File: config.mk
export PLATFORM = sky130hd
export DESIGN_NAME = uart_rx
export DESIGN_NICKNAME = d
export VERILOG_FILES = /design/src/rtl/uart_rx.sv
export SDC_FILE = /design/constraint.sdc
export NUM_CORES = 1
export LEC_CHECK = 0
export ABC_AREA = 1
export BUFFER_PORTS_ARGS = -buffer_cell sky130_fd_sc_hd__buf_2
export CAP_MARGIN = 20
export CORE_MARGIN = 3
export CORE_UTILIZATION = 41
export DETAILED_ROUTE_END_ITERATION = 16
export PLACE_DENSITY = 0.68
export SETUP_SLACK_MARGIN = 0.2
export SYNTH_ARGS = -nofsm -noshare
export SYNTH_HDL_FRONTEND = slang
export SYNTH_SLANG_ARGS = --single-unit
File: constraint.sdc
create_clock -name i_clk -period 1.8 [get_ports i_clk]
set_clock_uncertainty 0.1 [all_clocks]
set_input_delay 0.09 -clock i_clk [delete_from_list [all_inputs] [get_ports i_clk]]
set_output_delay 0.09 -clock i_clk [all_outputs]
set_load 0.03 [all_outputs]
File: src/rtl/uart_rx.sv
// uart_rx: receive half of the peripheral-bus UART.
//
// Deserializes 8N1 frames from the serial pin into a byte register and flags
// the byte as pending. The bus side reads the byte and acknowledges it by
// pulsing the clear strobes. Sampling happens at mid-bit.
//
// Ports:
//   i_clk          system clock
//   i_rst          synchronous, active-high reset
//   i_uart_rx      asynchronous serial input, idle high
//   i_clr_pending  one-cycle strobe, clears o_rx_pending
//   i_clr_err      one-cycle strobe, clears o_overrun and o_frame_err
//   o_data         last correctly framed byte
//   o_rx_pending   a byte is waiting in o_data
//   o_overrun      sticky: a byte completed while pending was already set
//   o_frame_err    sticky: a stop bit was sampled low
//   o_busy         receiver is not idle
module uart_rx #(
  parameter int unsigned CLK_DIV = 104
) (
  input  logic       i_clk,
  input  logic       i_rst,
  input  logic       i_uart_rx,
  input  logic       i_clr_pending,
  input  logic       i_clr_err,
  output logic [7:0] o_data,
  output logic       o_rx_pending,
  output logic       o_overrun,
  output logic       o_frame_err,
  output logic       o_busy
);

  localparam int unsigned CntW = $clog2(CLK_DIV);
  localparam logic [CntW-1:0] HalfLoad = CntW'(CLK_DIV / 2 - 1);
  localparam logic [CntW-1:0] FullLoad = CntW'(CLK_DIV - 1);

  typedef enum logic [2:0] {
    StIdle,
    StStart,
    StData,
    StStop,
    StWaitIdle
  } state_e;

  state_e          state_q, state_d;
  logic [1:0]      sync_q;
  logic [CntW-1:0] cnt_q, cnt_d;
  logic [2:0]      idx_q, idx_d;
  logic [7:0]      shift_q, shift_d;
  logic [7:0]      data_q, data_d;
  logic            pending_q, pending_d;
  logic            overrun_q, overrun_d;
  logic            ferr_q, ferr_d;

  logic rx_s;
  logic cnt_zero;
  logic good_stop;
  logic bad_stop;

  assign rx_s     = sync_q[1];
  assign cnt_zero = (cnt_q == '0);

  always_ff @(posedge i_clk) begin
    if (i_rst) begin
      // Synchronizer preset high so a low pin during reset is not a start bit.
      sync_q    <= 2'b11;
      state_q   <= StIdle;
      cnt_q     <= '0;
      idx_q     <= '0;
      shift_q   <= '0;
      data_q    <= '0;
      pending_q <= 1'b0;
      overrun_q <= 1'b0;
      ferr_q    <= 1'b0;
    end else begin
      sync_q    <= {sync_q[0], i_uart_rx};
      state_q   <= state_d;
      cnt_q     <= cnt_d;
      idx_q     <= idx_d;
      shift_q   <= shift_d;
      data_q    <= data_d;
      pending_q <= pending_d;
      overrun_q <= overrun_d;
      ferr_q    <= ferr_d;
    end
  end

  always_comb begin
    state_d   = state_q;
    cnt_d     = cnt_q;
    idx_d     = idx_q;
    shift_d   = shift_q;
    good_stop = 1'b0;
    bad_stop  = 1'b0;

    case (state_q)
      StIdle: begin
        if (!rx_s) begin
          state_d = StStart;
          cnt_d   = HalfLoad;
        end
      end
      StStart: begin
        if (cnt_zero) begin
          if (!rx_s) begin
            state_d = StData;
            idx_d   = 3'd0;
            cnt_d   = FullLoad;
          end else begin
            // Start bit did not hold until mid-bit: treat as a glitch.
            state_d = StIdle;
          end
        end else begin
          cnt_d = cnt_q - CntW'(1);
        end
      end
      StData: begin
        if (cnt_zero) begin
          shift_d[idx_q] = rx_s;
          cnt_d          = FullLoad;
          idx_d          = idx_q + 3'd1;
          if (idx_q == 3'd7) begin
            state_d = StStop;
          end
        end else begin
          cnt_d = cnt_q - CntW'(1);
        end
      end
      StStop: begin
        if (cnt_zero) begin
          if (rx_s) begin
            good_stop = 1'b1;
            state_d   = StIdle;
          end else begin
            bad_stop = 1'b1;
            state_d  = StWaitIdle;
          end
        end else begin
          cnt_d = cnt_q - CntW'(1);
        end
      end
      StWaitIdle: begin
        // Hold off until the line returns high so a break flags only once.
        if (rx_s) begin
          state_d = StIdle;
        end
      end
      default: begin
        state_d = StIdle;
      end
    endcase
  end

  always_comb begin
    data_d    = data_q;
    pending_d = pending_q;
    overrun_d = overrun_q;
    ferr_d    = ferr_q;

    if (good_stop) begin
      data_d = shift_q;
    end

    // A clear in the same cycle as a new byte acknowledges the old byte only.
    if (good_stop) begin
      pending_d = 1'b1;
    end else if (i_clr_pending) begin
      pending_d = 1'b0;
    end

    // Set beats clear for both sticky error flags.
    if (good_stop && pending_q && !i_clr_pending) begin
      overrun_d = 1'b1;
    end else if (i_clr_err) begin
      overrun_d = 1'b0;
    end

    if (bad_stop) begin
      ferr_d = 1'b1;
    end else if (i_clr_err) begin
      ferr_d = 1'b0;
    end
  end

  assign o_data       = data_q;
  assign o_rx_pending = pending_q;
  assign o_overrun    = overrun_q;
  assign o_frame_err  = ferr_q;
  assign o_busy       = (state_q != StIdle);

endmodule

* Word-level counts from Yosys, hierarchy flattened
Index checks and enable logic that the tools add are counted.
Operators by class: add/subtract/negate cells 2, muxes and demuxes 33, reduce and logical (&&, ||, !) cells 16, equality and inequality tests 14, magnitude comparators 2
Operators with widths (number):
- $mux W7 | 5
- $mux W3 | 10
- $pmux W7 S4 | 1
- $ne A2 B2 Y1 const B | 8
- $pmux W3 S5 | 1
- $mux W1 | 12
- $bwmux W8 | 1
- $reduce_and A4 Y1 | 2
- $reduce_bool A2 Y1 | 4
- $logic_not A7 Y1 | 1
- $sub A7 B1 Y7 const B | 1
- $eq A3 B2 Y1 const B | 2
- $eq A3 B3 Y1 const B | 2
- $pmux W3 S2 | 1
- $reduce_and A6 Y1 | 1
- $lt A3 B4 Y1 const B | 1
- $reduce_bool A4 Y1 | 1
- $add A3 B1 Y3 const B | 1
- $demux W1 S3 | 1
- $eq A3 B1 Y1 const B | 1
- $ge A3 B1 Y1 const B | 1
- $logic_and A1 B1 Y1 | 3
- $logic_not A3 Y1 | 1
- $ne A3 B3 Y1 const B | 1
- other kinds (4) | 4
Storage, ports and cells: register bits 34, output and inout bits 12, input bits 5

* Depth between registers and ports, before layout
depth after elaboration 6, depth in mapped cells 10, mapped depth without buffers 10

* Worst setup path after synthesis
Ideal clock, no wire load.
path kind flip-flop to flip-flop, start point register cnt_q[1], end point register data_q[7], in the netlist o_data[7], data arrival time 1.294 ns, buffers on the path 1, cell stages (with the launch flop) 11, setup time 0.118 ns, path slack 0.288 ns, data required time 1.582 ns, cells stage by stage dfxtp_1 > inv_1 > ha_1 > inv_1 > nor2_4 > nand4_2 > inv_2 > nand2_4 > buf_6 > o21ai_1 > a21oi_2
Between the ends: cells in the longest elaborated chain, start to end 3
Ends and longest elaborated chain:
- from (decl) | RTL line 47 | logic [CntW-1:0] cnt_q, cnt_d;
- from (signal assigned) | RTL line 78 | cnt_q <= cnt_d;
- $logic_not A7 Y1 | RTL line 61 | assign cnt_zero = (cnt_q == '0);
- $mux W1 | RTL line 130 | if (cnt_zero) begin
- $mux W1 | RTL line 96 | case (state_q)
- to (signal assigned) | RTL line 81 | data_q <= data_d;
- to (decl) | RTL line 50 | logic [7:0] data_q, data_d;
No other way between the ends. A chain may end at the register's enable or synchronous reset.

* Final worst setup path
start point register cnt_q[0], end point register shift_q[6]
Between the ends: cells in the longest elaborated chain, start to end 2
Ends and longest elaborated chain:
- $logic_not A7 Y1 | RTL line 61
- $reduce_and A2 Y1 (no line)
- to (signal assigned) | RTL line 80 | shift_q <= shift_d;
- to (decl) | RTL line 49 | logic [7:0] shift_q, shift_d;
No other way between the ends.

==> key figures <==
STA
  • Fmax: 0.642 GHz
  • Max-Slew Margin vs Limit: 63.2%
  • Final hold violations: 0
  • Hold_ws: 0.0665 ns
  • Tcrit/Tclk final: 86.5%
  • Setup ws final: 0.242 ns
  • Final setup viols: 0
  • Final min period: 1.56 ns
  • Final TNS setup: 0 ns
  • RSZ-0062 raised after global routing: true
  • Slew of the pin with the lowest slew margin: 0.551 ns
  • Slew Viols, Final: 0

Route
  • Routed vias: 1465
  • Vias per cell: 4.87
  • Detailed-route wire length per cell: 11.0 um
  • Drt pass-1 iters: 4
  • Post-route ant nets: 0
  • Detailed-route DRC error count: 0
  • Initial DRC Count: 85
  • Routed WL: 3.32 mm

Power
  • P_sw: 1.17 mW
  • Flop pwr share: 32.8%
  • Total power draw: 2.90 mW
  • Power density cells: 1410 nW/um^2
  • P_leak: 0.886 nW
  • VDD IR max: 0.000878 V
  • Logic pwr share: 42.8%
  • Switching Share: 40.3%
  • Clk pwr share: 24.4%
  • Internal power: 1.73 mW

Placement
  • Placed wire-length estimate: 2.26 mm
  • Cell Area, Placed: 1800 um^2
  • Post-Place Worst Slack: 0.126 ns
  • PortBufs: 16
  • GPL Wtd Cong: 0.802
  • Placed cells: 284

Critical path
  • Worst-path cell chain: inv_2 > ha_4 > inv_2 > nor2_4 > nand3_4 > nor2_8 > nand2_8 > nor2_2 > o21ai_1 > nor2_1
  • Crit-path max FO: 7
  • Nature of the critical path endpoint: register
  • Worst r2r dst: shift_q[6]$_SDFFE_PP0P_
  • Crit path launch type: register
  • Required time of the critical path: 1.93 ns
  • Worst path arrival time: 1.68 ns
  • Max incr delay on CP: 0.33 ns
  • WP buf/inv: 2
  • Delay-heaviest family, CP: simple AND/OR/NAND/NOR gates
  • Crit Path Category: reg -> reg
  • Worst setup path end: shift_q[6]$_SDFFE_PP0P_
  • Critical path's slowest cell: dfxtp_2
  • R2R depth: 10
  • FF-to-FF setup slack: 0.24 ns
  • Most used cell, CP: inv_2
  • Worst r2r src: cnt_q[0]$_SDFFE_PP0P_
  • Origin of the worst setup path: cnt_q[0]$_SDFFE_PP0P_
  • Critical path depth: 10

Synthesis
  • Cell taking the most area after synthesis: dfxtp_1
  • Top_reg_cell synth: dfxtp_1
  • Syn nets: 231
  • Synth cell types: 28
  • Yosys reg bits: 34
  • Top-count cell post-synth: dfxtp_1
  • Top post-synthesis cells by area: dfxtp_1, nand2_1, a21oi_1
  • Synth Instances: 222
  • Number of flops mapped to enable cells by yosys: 0
  • Cell area after synthesis: 1660 um^2
  • Ys async rst share: 0%
  • Average cell area after synthesis: 7.50 um^2
  • Post-synthesis sequential area ratio: 40.9%
  • Yosys warnings: 0
  • Top cell type's share of synthesized area: 40.9%
  • Top cells by count, synth: dfxtp_1, nand2_1, nor2_1, inv_1, a21oi_1

Final layout
  • Area Overhead vs Synth: 23.8%
  • Final #Nets: 261
  • Non-Filler Instances: 301
  • Layout cell share with drive strength beyond 1: 27.3%
  • Final core utilization: 54.2%
  • ANT cells: 0
  • Number of fill cells: 367
  • Design area: 2060 um^2
  • Multi-input logic area: 926 um^2
  • Reg area: 682 um^2

Global route
  • First-pass GRT wire length: 5.98 mm
  • Pin count of the biggest net entering global routing: 21
  • Antenna violations before repair: 0
  • Total global routing overflow: 0
  • Vias in the first global route: 1334
  • Total track usage: 15.0%

Clock tree
  • Max Root-Sink Buffers: 2
  • CTS root buffer: clkbuf_8
  • CTS Buf Count: 5
  • H-tree depth: 2
  • Clock transition at the registers of the reported paths: 0.07 ns
  • CTS tree: yes
  • Total clock sinks: 34
  • Worst-Skew Late Latency: 0.29 ns

Floorplan
  • Core area: 3800 um^2
  • Die area: 4860 um^2
  • DIE WIDTH: 69.7 um
  • Initial core utilization: 43.8%
  • Die H: 69.7 um
  • Num rows: 22
  • IO Pins: 17

Status
  • Status: finished, final reports clean

Min path
  • Worst hold path class: in -> reg

Run
  • Max_cap viols: 0
## worst min-delay path by stage
stage	slack, ns	to	depth (start not counted)	from
finish	0.07	idx_q[0]$_SDFFE_PP0P_	3	i_rst
global route	0.11	idx_q[0]$_SDFFE_PP0P_	3	i_rst
CTS	0.08	idx_q[1]$_SDFFE_PP0P_	3	i_rst
detailed placement	0.18	sync_q[0]$_SDFF_PP1_	2	i_uart_rx
global placement	0.18	sync_q[0]$_SDFF_PP1_	2	i_uart_rx
floorplan	0.06	state_q[2]$_SDFFE_PP0P_	1	i_rst
## layout make-up
type	instances	share of cell area, %
Timing Repair Buffer	28	8.80
Tap cell	48	2.91
Multi-Input combinational cell	157	44.9
Clock buffer	5	3.34
Inverter	26	4.74
Clock inverter	3	2.19
Sequential cell	34	33.1
## power groups by stage
| stage | Sequential (mW) | Clock, mW | Combinational, mW |
|---|---|---|---|
| 3_5_place_dp | 0.958 | 0 | 1.07 |
| 4_1_cts | 0.947 | 0.724 | 1.19 |
| 2_1_floorplan | 0.970 | 0 | 0.860 |
| 6_report | 0.950 | 0.706 | 1.24 |
| 5_1_grt | 0.959 | 0.754 | 1.39 |
| 3_3_place_gp | 0.958 | 0 | 1.07 |
## repair_timing
| item | CTS | global route |
|---|---|---|
| setup buffers | 4 | 2 |
| gates resized for setup | 12 | 12 |
| pin swaps | 5 | 9 |
| hold endpoints to repair | 4 | 0 |
| endpoints found under the setup margin | 19 | 28 |
| hold buffers | 3 | 0 |
## worst min-delay path, cell delays in order
cell and delay, ns:
buf_2 0.09, buf_4 0.19, a21oi_2 0.04
## flip-flops by register name, summed over array words and instances (netlist names)
name and flops:
o_rx_pending 1, o_frame_err 1, idx_q 3, cnt_q 7, shift_q 8, o_data 8, o_overrun 1, state_q 3
sync_q 2
## cell families after synthesis
family | Yosys count | synth area share, %
AOI/OAI and AO/OA | 47 | 14.5
xor gates and xnor gates | 3 | 1.58
adders and majority gates | 4 | 3.01
buffers and inverters | 31 | 7.44
DFF | 34 | 40.9
and+or+nand+nor | 103 | 32.6
## cells in the final DEF, fill, tap and decap left out, types with 6 or more instances in the layout
cell type / n
o21ai_0: 10
nand3_1: 12
buf_4: 8
dfxtp_1: 33
o21ai_1: 12
inv_1: 22
a21oi_1: 22
nor2_4: 6
nand2_1: 32
nor2_1: 23
buf_2: 16
nor2_2: 7
## metal layers
metal	up-vias	part of all wire [%]	global-route usage, %	wire length, um
li1	785	-	-	-
met1	646	52	20.4	1730
met2	27	41	22.7	1370
met3	7	4.6	3.48	152
met4	0	2.0	6.38	67
met5	-	0	0	0
(Power assumes the default switching activity.)
